### src/rtl/run_pkg.sv
// Shared definitions for the run-sequence controller: FSM encoding and the
// saturating run-counter used by the detector.
package run_pkg;

  typedef enum logic [1:0] {
    IDLE   = 2'd0,
    SHIFT  = 2'd1,
    FLUSH  = 2'd2,
    REPORT = 2'd3
  } state_t;

  localparam int               RUN_W   = 3;
  localparam logic [RUN_W-1:0] RUN_SAT = 3'd5;  // 5 stands for "longer than 4"

  function automatic logic [RUN_W-1:0] run_next(input logic [RUN_W-1:0] run,
                                                input logic             bit_val);
    if (!bit_val) return '0;
    return (run == RUN_SAT) ? RUN_SAT : run + 1'b1;
  endfunction

endpackage

### src/rtl/run_len_det.sv
// Run-length detector: tracks consecutive 1s and flags a hit, one cycle late,
// when a 0 ends a run of exactly RUN_A or RUN_B.
module run_len_det
  import run_pkg::*;
#(
  parameter int RUN_A = 2,
  parameter int RUN_B = 4
) (
  input  logic clk,
  input  logic reset,
  input  logic bit_in,
  input  logic bit_en,
  input  logic clr,
  output logic hit
);

  localparam logic [RUN_W-1:0] LEN_A = RUN_W'(RUN_A);
  localparam logic [RUN_W-1:0] LEN_B = RUN_W'(RUN_B);

  logic [RUN_W-1:0] run_q;
  logic             hit_d;

  assign hit_d = bit_en && !bit_in && ((run_q == LEN_A) || (run_q == LEN_B));

  // NOTE: state registers use non-blocking assignments so every flop samples
  // pre-edge values; reset here is synchronous, so it lives inside the clocked branch.
  always_ff @(posedge clk) begin
    if (reset || clr) begin
      run_q <= '0;
      hit   <= 1'b0;
    end else begin
      hit <= hit_d;
      if (bit_en) run_q <= run_next(run_q, bit_in);
    end
  end

endmodule

### src/rtl/run_seq_ctrl.sv
// Frame-level controller: accepts words, serialises them LSB first into the
// run detector, flushes a trailing run and reports the saturated hit count.
module run_seq_ctrl
  import run_pkg::*;
#(
  parameter int W     = 8,
  parameter int RUN_A = 2,
  parameter int RUN_B = 4
) (
  input  logic         clk,
  input  logic         reset,
  input  logic         in_valid,
  input  logic [W-1:0] in_data,
  input  logic         in_last,
  output logic         in_ready,
  output logic         out_valid,
  output logic [7:0]   out_count,
  input  logic         out_ready,
  output logic         busy
);

  localparam int            IW       = (W > 1) ? $clog2(W) : 1;
  localparam logic [IW-1:0] LAST_IDX = IW'(W - 1);

  state_t        state_q, state_d;
  logic [W-1:0]  data_q;
  logic          last_q;
  logic [IW-1:0] bit_idx_q;
  logic [7:0]    count_q;
  logic          out_valid_q;
  logic          accept, hs_out, hit, det_bit, det_en;

  assign in_ready  = (state_q == IDLE);
  assign busy      = (state_q != IDLE);
  assign out_valid = out_valid_q;
  assign out_count = count_q;
  assign accept    = in_valid && in_ready;
  assign hs_out    = out_valid_q && out_ready;

  // FLUSH feeds a forced 0 so a run ending at the last bit still terminates.
  assign det_en  = (state_q == SHIFT) || (state_q == FLUSH);
  assign det_bit = (state_q == SHIFT) ? data_q[bit_idx_q] : 1'b0;

  always_ff @(posedge clk) begin
    if (reset) state_q <= IDLE;
    else       state_q <= state_d;
  end

  // NOTE: state_d gets a default first so no path through the case infers a latch.
  always_comb begin
    state_d = state_q;
    case (state_q)
      IDLE:    if (accept) state_d = SHIFT;
      SHIFT:   if (bit_idx_q == LAST_IDX) state_d = last_q ? FLUSH : IDLE;
      FLUSH:   state_d = REPORT;
      REPORT:  if (hs_out) state_d = IDLE;
      default: state_d = IDLE;
    endcase
  end

  // out_valid rises one cycle into REPORT, once the flush hit has been counted.
  always_ff @(posedge clk) begin
    if (reset) begin
      data_q      <= '0;
      last_q      <= 1'b0;
      bit_idx_q   <= '0;
      count_q     <= '0;
      out_valid_q <= 1'b0;
    end else begin
      if (accept) begin
        data_q <= in_data;
        last_q <= in_last;
      end
      if (state_q == SHIFT)
        bit_idx_q <= (bit_idx_q == LAST_IDX) ? '0 : bit_idx_q + 1'b1;
      if (hs_out) begin
        count_q     <= '0;
        out_valid_q <= 1'b0;
      end else begin
        if (hit && (count_q != 8'hFF)) count_q <= count_q + 8'd1;
        if (state_q == REPORT) out_valid_q <= 1'b1;
      end
    end
  end

  run_len_det #(
    .RUN_A(RUN_A),
    .RUN_B(RUN_B)
  ) u_det (
    .clk   (clk),
    .reset (reset),
    .bit_in(det_bit),
    .bit_en(det_en),
    .clr   (hs_out),
    .hit   (hit)
  );

endmodule
### config.mk
export PLATFORM = sky130hd
export DESIGN_NAME = run_seq_ctrl
export DESIGN_NICKNAME = d
export VERILOG_FILES = /design/src/rtl/run_pkg.sv /design/src/rtl/run_len_det.sv /design/src/rtl/run_seq_ctrl.sv
export SDC_FILE = /design/constraint.sdc
export NUM_CORES = 1
export LEC_CHECK = 0
export BUFFER_PORTS_ARGS = -buffer_cell sky130_fd_sc_hd__buf_2
export CORE_MARGIN = 2
export CORE_UTILIZATION = 57
export DETAILED_ROUTE_END_ITERATION = 7
export GPL_TIMING_DRIVEN = 0
export PLACE_DENSITY = 0.93
export SLEW_MARGIN = 5
export SYNTH_ARGS = -nofsm -noshare
export SYNTH_HDL_FRONTEND = slang
export SYNTH_HIERARCHICAL = 1
export SYNTH_SLANG_ARGS = --single-unit
### constraint.sdc
create_clock -name clk -period 3.22 [get_ports clk]
set_input_delay 0.322 -clock clk [delete_from_list [all_inputs] [get_ports clk]]
set_output_delay 0.322 -clock clk [all_outputs]
set_load 0.01 [all_outputs]
==> run summary, run 1 <==
Post-CTS Setup Bufs: 0
remaining global-route overflow: 0
Final Max Tran Viols: 0
# DRC: 0
Yosys cell types: 31
largest family of logic cells by synthesized area: simple AND/OR/NAND/NOR gates
FF-to-FF path depth: 6
post-synthesis mux area share: 0.0828
Synth top cells by count: dfxtp_1, nand2_1, nor2_1, a21oi_1, nand3_1
die area: 2620 um^2
cts hold-fix bufs: 0
Nets: 195
post_cts resized: 0
gp weighted congestion: 0.757
CP required: 2.90 ns
Synth Area in XOR/XNOR: 0.0276
ys async rst share: 0
ratio of cells with drive above 1 in the final layout: 0.172
PwrDens: 430 nW/um^2
Slew @ Worst Pin: 0.420 ns
final antenna-violating net count: 0
Crit Path Category: reg -> out
maxcap violations: 0
top-area cell type share of the netlist area: 0.426
CTS Sinks: 27
initial antenna violation count: 0
CP startpoint kind: register
# diodes: 0
fin crit period: 1.95 ns
IO Pins: 24
setup TNS: 0 ns
pre-CTS setup slack: 1.47 ns
Critical Path Fanout Max: 10
DR WL/cell: 13.1 um
largest net degree at the start of global routing: 16
Final setup viols: 0
worst-skew pair later-pin latency: 0.32 ns
syn_nets: 167
CTS tree: yes
cell with the most instances after synthesis: dfxtp_1
row count: 17
RSZ-0062 raised after global routing: no
dpl hpwl: 1990 um
EDFF count, synth: 0
Area growth syn-to-layout: 14.0%
fmax: 513 MHz
Syn Inst Count: 147
drt first-iter violations: 38
Synth Cell Area: 1270 um^2
post-route setup slack: 1.27 ns
H-tree levels: 1
Synthesis Warnings: 6
WP data arrival: 1.63 ns
total core area: 2150 um^2
hold_ws: 0.226 ns
Simple-Gate Fraction of Synth Area: 0.234
DR vias/cell: 5.81
Max-slew headroom: 0.720
drt pass-1 iters: 4
vias post-DR: 1,173
die width: 51.2 um
Initial Util: 0.591
Post-Syn Area per Cell: 8.64 um^2
Final Hold Fails: 0
Crit. End Element: primary output
status: complete, no violations
gr usage total: 0.220
PnR Total Power: 0.622 mW
Synth area leaders: dfxtp_1, ha_1, a21oi_1, nand3_1, nand2_1
period utilisation layout: 0.605
total wire length: 2650 um
area leader, netlist: dfxtp_1
CTS buffer count: 3
register area share after synthesis: 0.426
HP Class: in -> reg
Pleak: 0.624 nW
worst hold stages: 3
Primary FF master, synth: dfxtp_1
Synth Area in Compound Gates: 0.125
maximum clock path buffer count: 2
maximum vdd drop: 0.380 mV
Synth Area in Adders: 0.0690
Final Skew: 0.00475 ns
CTS clk-pin slew, worst paths: 0.14 ns
vias in the first global route: 1,106
Port-buffer cells: 23
clk root buf: clkbuf_4
Yosys reg bits: 27
Die Y: 51.2 um
first-pass GRT wire length: 4350 um
path summary, 6_finish.rpt:
path         slack (ns)                    start                           to
max                1.27  state_q[0]$_SDFFE_PP0P_                         busy
min                0.23                  in_last          last_q$_SDFFE_PP0P_
max reg2reg        1.45  state_q[0]$_SDFFE_PP0P_  u_det/run_q[1]$_SDFFE_PP0P_
min reg2reg        0.47      last_q$_SDFFE_PP0P_          last_q$_SDFFE_PP0P_
where the power goes:
group | leakage (nW) | total (mW) | internal (mW) | switching [mW]
Sequential | 0.219 | 0.365 | 0.350 | 0.0142
Combinational | 0.387 | 0.113 | 0.0474 | 0.0656
Clock | 0.0177 | 0.145 | 0.0466 | 0.0980
critical path, stage by stage, from the launching register on:
cell and delay [ns]:
dfxtp_1 0.38, inv_1 0.10, ha_1 0.25, buf_1 0.36
inv_1 0.07, buf_2 0.15
layer usage:
layer	up-vias	global-route usage	part of all wire
met3	8	0.0380	0.045
met5	-	0	0
met2	39	0.418	0.53
met1	554	0.231	0.41
met4	0	0.104	0.017
li1	572	-	-
logic make-up after synthesis:
logic type | count (synthesis)
AOI/OAI and AO/OA | 26
and+or+nand+nor | 63
xor gates and xnor gates | 4
adders and majority gates | 7
buffers and inverters | 12
muxes | 8
DFF | 27
final cells by class:
class / count / area, um^2
buffer: 4 / 15.0
clock buffer: 3 / 22.5
clock inverter: 1 / 5.00
fill: 174 / 701
inverter: 8 / 30.0
multi-input combinational: 108 / 684
sequential: 27 / 541
tap: 28 / 35.0
timing repair buffer: 23 / 115
placed cells by master (no fill, tap or decap), types with 6 or more instances in the layout:
cell     count
mux2i_1      6
dfxtp_1     27
nand2_1     17
buf_2       23
nand3_1     13
ha_1         7
a21oi_1     13
inv_1        8
nor2_1      17
through the flow:
stage               cells  area [um^2]  utilization
global route          202         1450        0.674
global placement      198         1420        0.661
CTS                   202         1450        0.674
finish                202         1450        0.674
detailed placement    198         1420        0.661
floorplan             147         1270            -
flip-flops by register name (all words and copies together), names as in the netlist, named ones only:
| name | cells |
|---|---|
| bit_idx_q | 3 |
| data_q | 8 |
| last_q | 1 |
| out_count | 8 |
| out_valid | 1 |
| state_q | 1 |
| u_det/hit | 1 |
| u_det/run_q | 3 |
No activity file was read; power rests on OpenSTA's default activity.
==> inputs of run 2 (changes only) <==
--- a/config.mk
+++ b/config.mk
@@ -5,12 +5,13 @@
 export SDC_FILE = /design/constraint.sdc
 export NUM_CORES = 1
 export LEC_CHECK = 0
+export ABC_AREA = 1
 export BUFFER_PORTS_ARGS = -buffer_cell sky130_fd_sc_hd__buf_2
 export CORE_MARGIN = 2
-export CORE_UTILIZATION = 57
+export CORE_UTILIZATION = 55
 export DETAILED_ROUTE_END_ITERATION = 7
 export GPL_TIMING_DRIVEN = 0
-export PLACE_DENSITY = 0.93
+export PLACE_DENSITY = 0.89
 export SLEW_MARGIN = 5
 export SYNTH_ARGS = -nofsm -noshare
 export SYNTH_HDL_FRONTEND = slang
==> constraint.sdc (replaced) <==
create_clock -name clk -period 1.88 [get_ports clk]
set_input_delay 0.188 -clock clk [delete_from_list [all_inputs] [get_ports clk]]
set_output_delay 0.188 -clock clk [all_outputs]
set_load 0.01 [all_outputs]
==> run 2 against run 1 <==
  * Final area grew 11%
  * Combinational power grew to 4.9 times the previous value
  * Critical endpoint unchanged
  * First-iteration DRC count shrank 63%
  * Global-route usage shrank 2.8 points
  * Largest cell class unchanged
  * Critical path type unchanged
  * Setup slack lost 0.84 ns
  * Register-to-register slack lost 0.95 ns
  * Clock power grew 70%
  * Count of clock-buffer cells in the layout is the same
  * Sequential share of layout area shrank 3.8 points
  * Sequential power grew 110%
  * Non-clock buffer count shrank 1
==> run summary, run 2 <==
Max-slew headroom: 0.782 (+0.0622)
register area share after synthesis: 0.378 (-0.0480)
Crit. End Element: primary output
fmax: 688 MHz
H-tree levels: 1 (unchanged)
drt first-iter violations: 14 (-63%)
Port-buffer cells: 23 (unchanged)
die width: 55.0 um (+7.5%)
Crit Path Category: reg -> out
total core area: 2480 um^2 (+15%)
Primary FF master, synth: dfxtp_1
CTS Sinks: 27 (unchanged)
# DRC: 0 (unchanged)
Synth top cells by count: nand2_1, nor2_1, dfxtp_1, inv_1, o21ai_0
Yosys cell types: 23 (-26%)
Final setup viols: 0 (unchanged)
Post-CTS Setup Bufs: 0 (unchanged)
ratio of cells with drive above 1 in the final layout: 0.181 (+0.00866)
Synth area leaders: dfxtp_1, nand2_1, nor2_1, inv_1, ha_1
most common cell after layout, fill and taps aside: nand2_1
dpl cells: 269 (+36%)
Nets: 264 (+35%)
Final Max Tran Viols: 0 (unchanged)
Multi-input gate area: 752 um^2 (+9.9%)
WP data arrival: 1.26 ns (-0.37 ns)
syn_nets: 236 (+41%)
Critical Path Fanout Max: 5 (-5)
IO Pins: 24 (unchanged)
post_cts resized: 0 (unchanged)
total wire length: 2460 um (-7.1%)
status: complete, no violations
Synth Cell Area: 1430 um^2 (+13%)
period utilisation layout: 0.773
vias in the first global route: 1,095 (-0.99%)
Final Skew: 0.00734 ns (+0.00259 ns)
gr usage total: 0.192 (-0.0276)
area leader, netlist: dfxtp_1
cts hold-fix bufs: 0 (unchanged)
Area growth syn-to-layout: 12.6%
most frequent cells in the layout: nand2_1, nor2_1, dfxtp_1
Initial Util: 0.578 (-0.0134)
fin crit period: 1.45 ns
HP Class: in -> reg
dpl hpwl: 1960 um (-1.6%)
first-pass GRT wire length: 4220 um (-2.9%)
# diodes: 0 (unchanged)
top-area cell type share of the netlist area: 0.378 (-0.0480)
setup TNS: 0 ns (unchanged)
Slew @ Worst Pin: 0.327 ns (-0.0933 ns)
filler cell count: 249 (+43%)
maximum clock path buffer count: 2 (unchanged)
vias post-DR: 1,305 (+11%)
drt pass-1 iters: 4 (unchanged)
largest net degree at the start of global routing: 16 (unchanged)
gp weighted congestion: 0.796 (+5.2%)
maximum vdd drop: 0.806 mV (+110%)
Post-Syn Area per Cell: 6.63 um^2 (-23%)
PwrDens: 965 nW/um^2 (+120%)
ys async rst share: 0 (unchanged)
final antenna-violating net count: 0 (unchanged)
CTS buffer count: 3 (unchanged)
fin cells: 273 (+35%)
Yosys reg bits: 27 (unchanged)
Die Y: 55.0 um (+7.5%)
DR WL/cell: 9.00 um (-31%)
CTS clk-pin slew, worst paths: 0.14 ns (about the same)
Syn Inst Count: 216 (+47%)
maxcap violations: 0 (unchanged)
cell with the most instances after synthesis: nand2_1
CP startpoint kind: register
die area: 3030 um^2 (+15%)
clk root buf: clkbuf_4
Pleak: 0.774 nW (+24%)
remaining global-route overflow: 0 (unchanged)
worst-skew pair later-pin latency: 0.33 ns (about the same)
initial antenna violation count: 0 (unchanged)
EDFF count, synth: 0 (unchanged)
CTS tree: yes
flip-flop and latch area: 541 um^2 (unchanged)
Synthesis Warnings: 6 (unchanged)
CP required: 1.69 ns (-1.21 ns)
row count: 18 (+1)
RSZ-0062 raised after global routing: no
Final Hold Fails: 0 (unchanged)
DR vias/cell: 4.78 (-18%)
-- run 2: cell count changes in the layout (fill, tap and decap cells not counted), sizes merged, moves of 2 or more --
cell	previous run	this run
a2111oi	2	0
and4	2	0
clkbuf	6	4
inv	8	32
mux2i	6	0
mux4	2	0
nand2	17	48
nand2b	3	0
nand3	13	16
nor2	17	46
nor3	3	1
o21ai	5	18
xor2	4	2
-- run 2: cell type report --
type / instances / area share
Sequential cell: 27 / 0.335
Buffer: 3 / 0.0116
Clock buffer: 3 / 0.0140
Clock inverter: 1 / 0.00311
Tap cell: 30 / 0.0233
Multi-Input combinational cell: 154 / 0.467
Inverter: 32 / 0.0745
Timing Repair Buffer: 23 / 0.0714
-- run 2: path summary, 6_finish.rpt --
path,from,to,slack (ns),cells after the start
worst max-delay path,state_q[0]$_SDFFE_PP0P_,busy,0.43,4
worst max register to register,state_q[0]$_SDFFE_PP0P_,data_q[4]$_SDFFE_PP0P_,0.50,6
worst min register to register,data_q[5]$_SDFFE_PP0P_,data_q[5]$_SDFFE_PP0P_,0.50,2
worst min-delay path,in_last,last_q$_SDFFE_PP0P_,0.1,3
-- run 2: kinds of logic after synthesis --
family / count (synthesis) / synth area share
AO/OA/AOI/OAI: 31 / 0.111
adder cells (fa/ha/maj): 7 / 0.0612
AND/OR/NAND/NOR: 114 / 0.341
XOR/XNOR: 2 / 0.0122
flip-flops: 27 / 0.378
buffers and inverters: 35 / 0.0970
-- run 2: stage by stage --
| step | total power [mW] | instance area (um^2) | hold WS (ns) | utilization | worst slack (ns) |
|---|---|---|---|---|---|
| final | 1.55 | 1610 | 0.0977 | 0.651 | 0.427 |
| after global routing | 1.72 | 1610 | 0.100 | 0.651 | 0.272 |
| after CTS | 1.57 | 1610 | 0.0917 | 0.651 | 0.417 |
| after detailed placement | 1.33 | 1580 | 0.445 | 0.639 | 0.500 |
| after global placement | 1.31 | 1580 | 0.435 | 0.639 | 0.544 |
| after floorplan | 1.19 | 1430 | 0.350 | - | 0.617 |
-- run 2: worst max-delay path: stages (launching register included) --
cell and delay [ns]:
dfxtp_1 0.41, inv_1 0.10, ha_1 0.25, inv_1 0.06, buf_2 0.12
-- run 2: per-layer routing --
layer  vias to the layer above  track usage  wire [um]
met3                         5       0.0242         90
met2                        23        0.335       1110
met1                       550        0.231       1200
li1                        727            -          -
met5                         -            0          0
met4                         0       0.0976         56
-- run 2: power breakdown --
part	total (mW)	switching [mW]	internal, mW
clock	0.246	0.166	0.0799
combinational	0.555	0.342	0.213
sequential	0.753	0.0796	0.674
==> inputs of run 3 (changes only) <==
==> constraint.sdc (replaced) <==
create_clock -name clk -period 1.4 [get_ports clk]
set_input_delay 0.14 -clock clk [delete_from_list [all_inputs] [get_ports clk]]
set_output_delay 0.14 -clock clk [all_outputs]
set_load 0.01 [all_outputs]
==> run 3 against run 2 <==
  * Largest power group unchanged
  * First-iteration DRC count shrank 21%
  * Global-route usage grew 0.11 points
  * Via count grew 0.61%
==> run summary, run 3 (synthesis results as in run 2) <==
clk root buf: clkbuf_4
maximum clock path buffer count: 2 (unchanged)
period utilisation layout: 0.941
Slew @ Worst Pin: 0.325 ns (-0.00170 ns)
PnR Total Power: 2.18 mW (+41%)
die area: 3030 um^2 (unchanged)
most frequent cells in the layout: nand2_1, nor2_1, inv_1
slowest stage delay, CP: 0.37 ns (-0.04 ns)
status: complete, no violations
ratio of cells with drive above 1 in the final layout: 0.222 (+0.0412)
CTS clk-pin slew, worst paths: 0.14 ns (about the same)
switching part of the total: 0.377 (-0.000877)
CP startpoint kind: register
combinational power share: 0.379 (+0.022)
Final Max Tran Viols: 0 (unchanged)
row count: 18 (unchanged)
HP Class: in -> reg
Area growth syn-to-layout: 14.8%
cells along the critical path: inv_1, ha_4, inv_1, buf_2
Crit. End Element: primary output
maxcap violations: 0 (unchanged)
CP required: 1.26 ns (-0.43 ns)
# DRC: 0 (unchanged)
hold_ws: 0.0503 ns (-0.0474 ns)
Nets: 264 (unchanged)
maximum vdd drop: 1.17 mV (+45%)
PwrDens: 1330 nW/um^2 (+38%)
Psw: 0.824 mW (+40%)
vias post-DR: 1,313 (+0.61%)
Crit Path Category: reg -> out
drt pass-1 iters: 4 (unchanged)
CTS buffer count: 3 (unchanged)
initial antenna violation count: 0 (unchanged)
final core area utilization: 0.663 (+0.0126)
IO Pins: 24 (unchanged)
Final Skew: 0.00730 ns (-0.0000397 ns)
largest net degree at the start of global routing: 16 (unchanged)
vias in the first global route: 1,095 (unchanged)
Die Y: 55.0 um (unchanged)
fin crit period: 1.32 ns
setup TNS: 0 ns (unchanged)
clock share of power: 0.151 (-0.007)
Crit-path slowest cell: dfxtp_2
final antenna-violating net count: 0 (unchanged)
Critical Path Fanout Max: 5 (unchanged)
P_int: 1.36 mW (+41%)
fmax: 759 MHz
Final setup viols: 0 (unchanged)
Port-buffer cells: 23 (unchanged)
WP data arrival: 1.18 ns (-0.08 ns)
most common cell after layout, fill and taps aside: nand2_1
filler cell count: 237 (-4.8%)
H-tree levels: 1 (unchanged)
Max-slew headroom: 0.783 (+0.00113)
remaining global-route overflow: 0 (unchanged)
die width: 55.0 um (unchanged)
CTS Sinks: 27 (unchanged)
total wire length: 2530 um (+2.8%)
RSZ-0062 raised after global routing: no
Flop pwr share: 0.470 (-0.015)
first-pass GRT wire length: 4250 um (+0.66%)
Initial Util: 0.578 (unchanged)
Pleak: 0.773 nW (-0.13%)
worst-skew pair later-pin latency: 0.32 ns (about the same)
gp weighted congestion: 0.796 (unchanged)
DR vias/cell: 4.81 (+0.61%)
# diodes: 0 (unchanged)
CTS tree: yes
dpl hpwl: 1960 um (unchanged)
DR WL/cell: 9.25 um (+2.8%)
Final Hold Fails: 0 (unchanged)
total core area: 2480 um^2 (unchanged)
most used cell, CP: inv_1
gr usage total: 0.193 (+0.00113)
drt first-iter violations: 11 (-3)
==> run 3: path summary, 6_finish.rpt <==
kind | from | endpoint | slack (ns) | depth (start not counted)
worst max-delay path | state_q[0]$_SDFFE_PP0P_ | busy | 0.08 | 4
worst max register to register | register | u_det/run_q[1]$_SDFFE_PP0P_ | 0.12 | 8
worst min-delay path | in_last | last_q$_SDFFE_PP0P_ | 0.05 | 3
worst min register to register | data_q[5]$_SDFFE_PP0P_ | data_q[5]$_SDFFE_PP0P_ | 0.50 | 2
==> run 3: repair_timing <==
item | CTS | global route
buffers inserted | 0 | 0
gates resized for setup | 1 | 11
gates cloned | 0 | 0
pin swaps | 0 | 0
hold buffers | 0 | 0
endpoints found under the setup margin | 2 | 21
==> run 3: power by group through the flow <==
| stage | combinational (mW) | clock [mW] | sequential (mW) |
|---|---|---|---|
| detailed placement | 0.757 | 0 | 1.03 |
| global route | 0.973 | 0.376 | 1.05 |
| floorplan | 0.591 | 0 | 1.00 |
| finish | 0.828 | 0.330 | 1.03 |
| global placement | 0.729 | 0 | 1.02 |
| CTS | 0.759 | 0.343 | 1.02 |
==> run 3: critical path, delay by kind of cell (launching register included) <==
family	cells	cell delay, ns
flip-flops	1	0.37
adder cells (fa/ha/maj)	1	0.18
buffers and inverters	3	0.31
==> run 3: metal layers <==
metal  vias to the layer above  part of all wire  global-route usage
li1                        726                 -                   -
met1                       561              0.49               0.234
met2                        22              0.46               0.335
met3                         4             0.034              0.0242
met4                         0             0.023              0.0976
met5                         -                 0                   0
==> run 3: final cells by class <==
cell class	count	area (um^2)	share of cell area
plain buffers	3	18.8	0.0114
repair buffers	23	115	0.0701
clock inverters	1	5.00	0.00305
well taps	30	37.5	0.0228
clock buffers	3	22.5	0.0137
multi-input cells	154	774	0.471
flip-flops and latches	27	549	0.334
inverters	32	120	0.0731
==> run 3: through the flow <==
| stage | setup WS [ns] | cell area, um^2 | std cells |
|---|---|---|---|
| 6_report | 0.0830 | 1640 | 273 |
| 5_1_grt | 0.0105 | 1640 | 273 |
| 4_1_cts | 0.0278 | 1610 | 273 |
| 3_5_place_dp | 0.0199 | 1580 | 269 |
| 3_3_place_gp | 0.0644 | 1580 | 269 |
| 2_1_floorplan | 0.137 | 1430 | 216 |
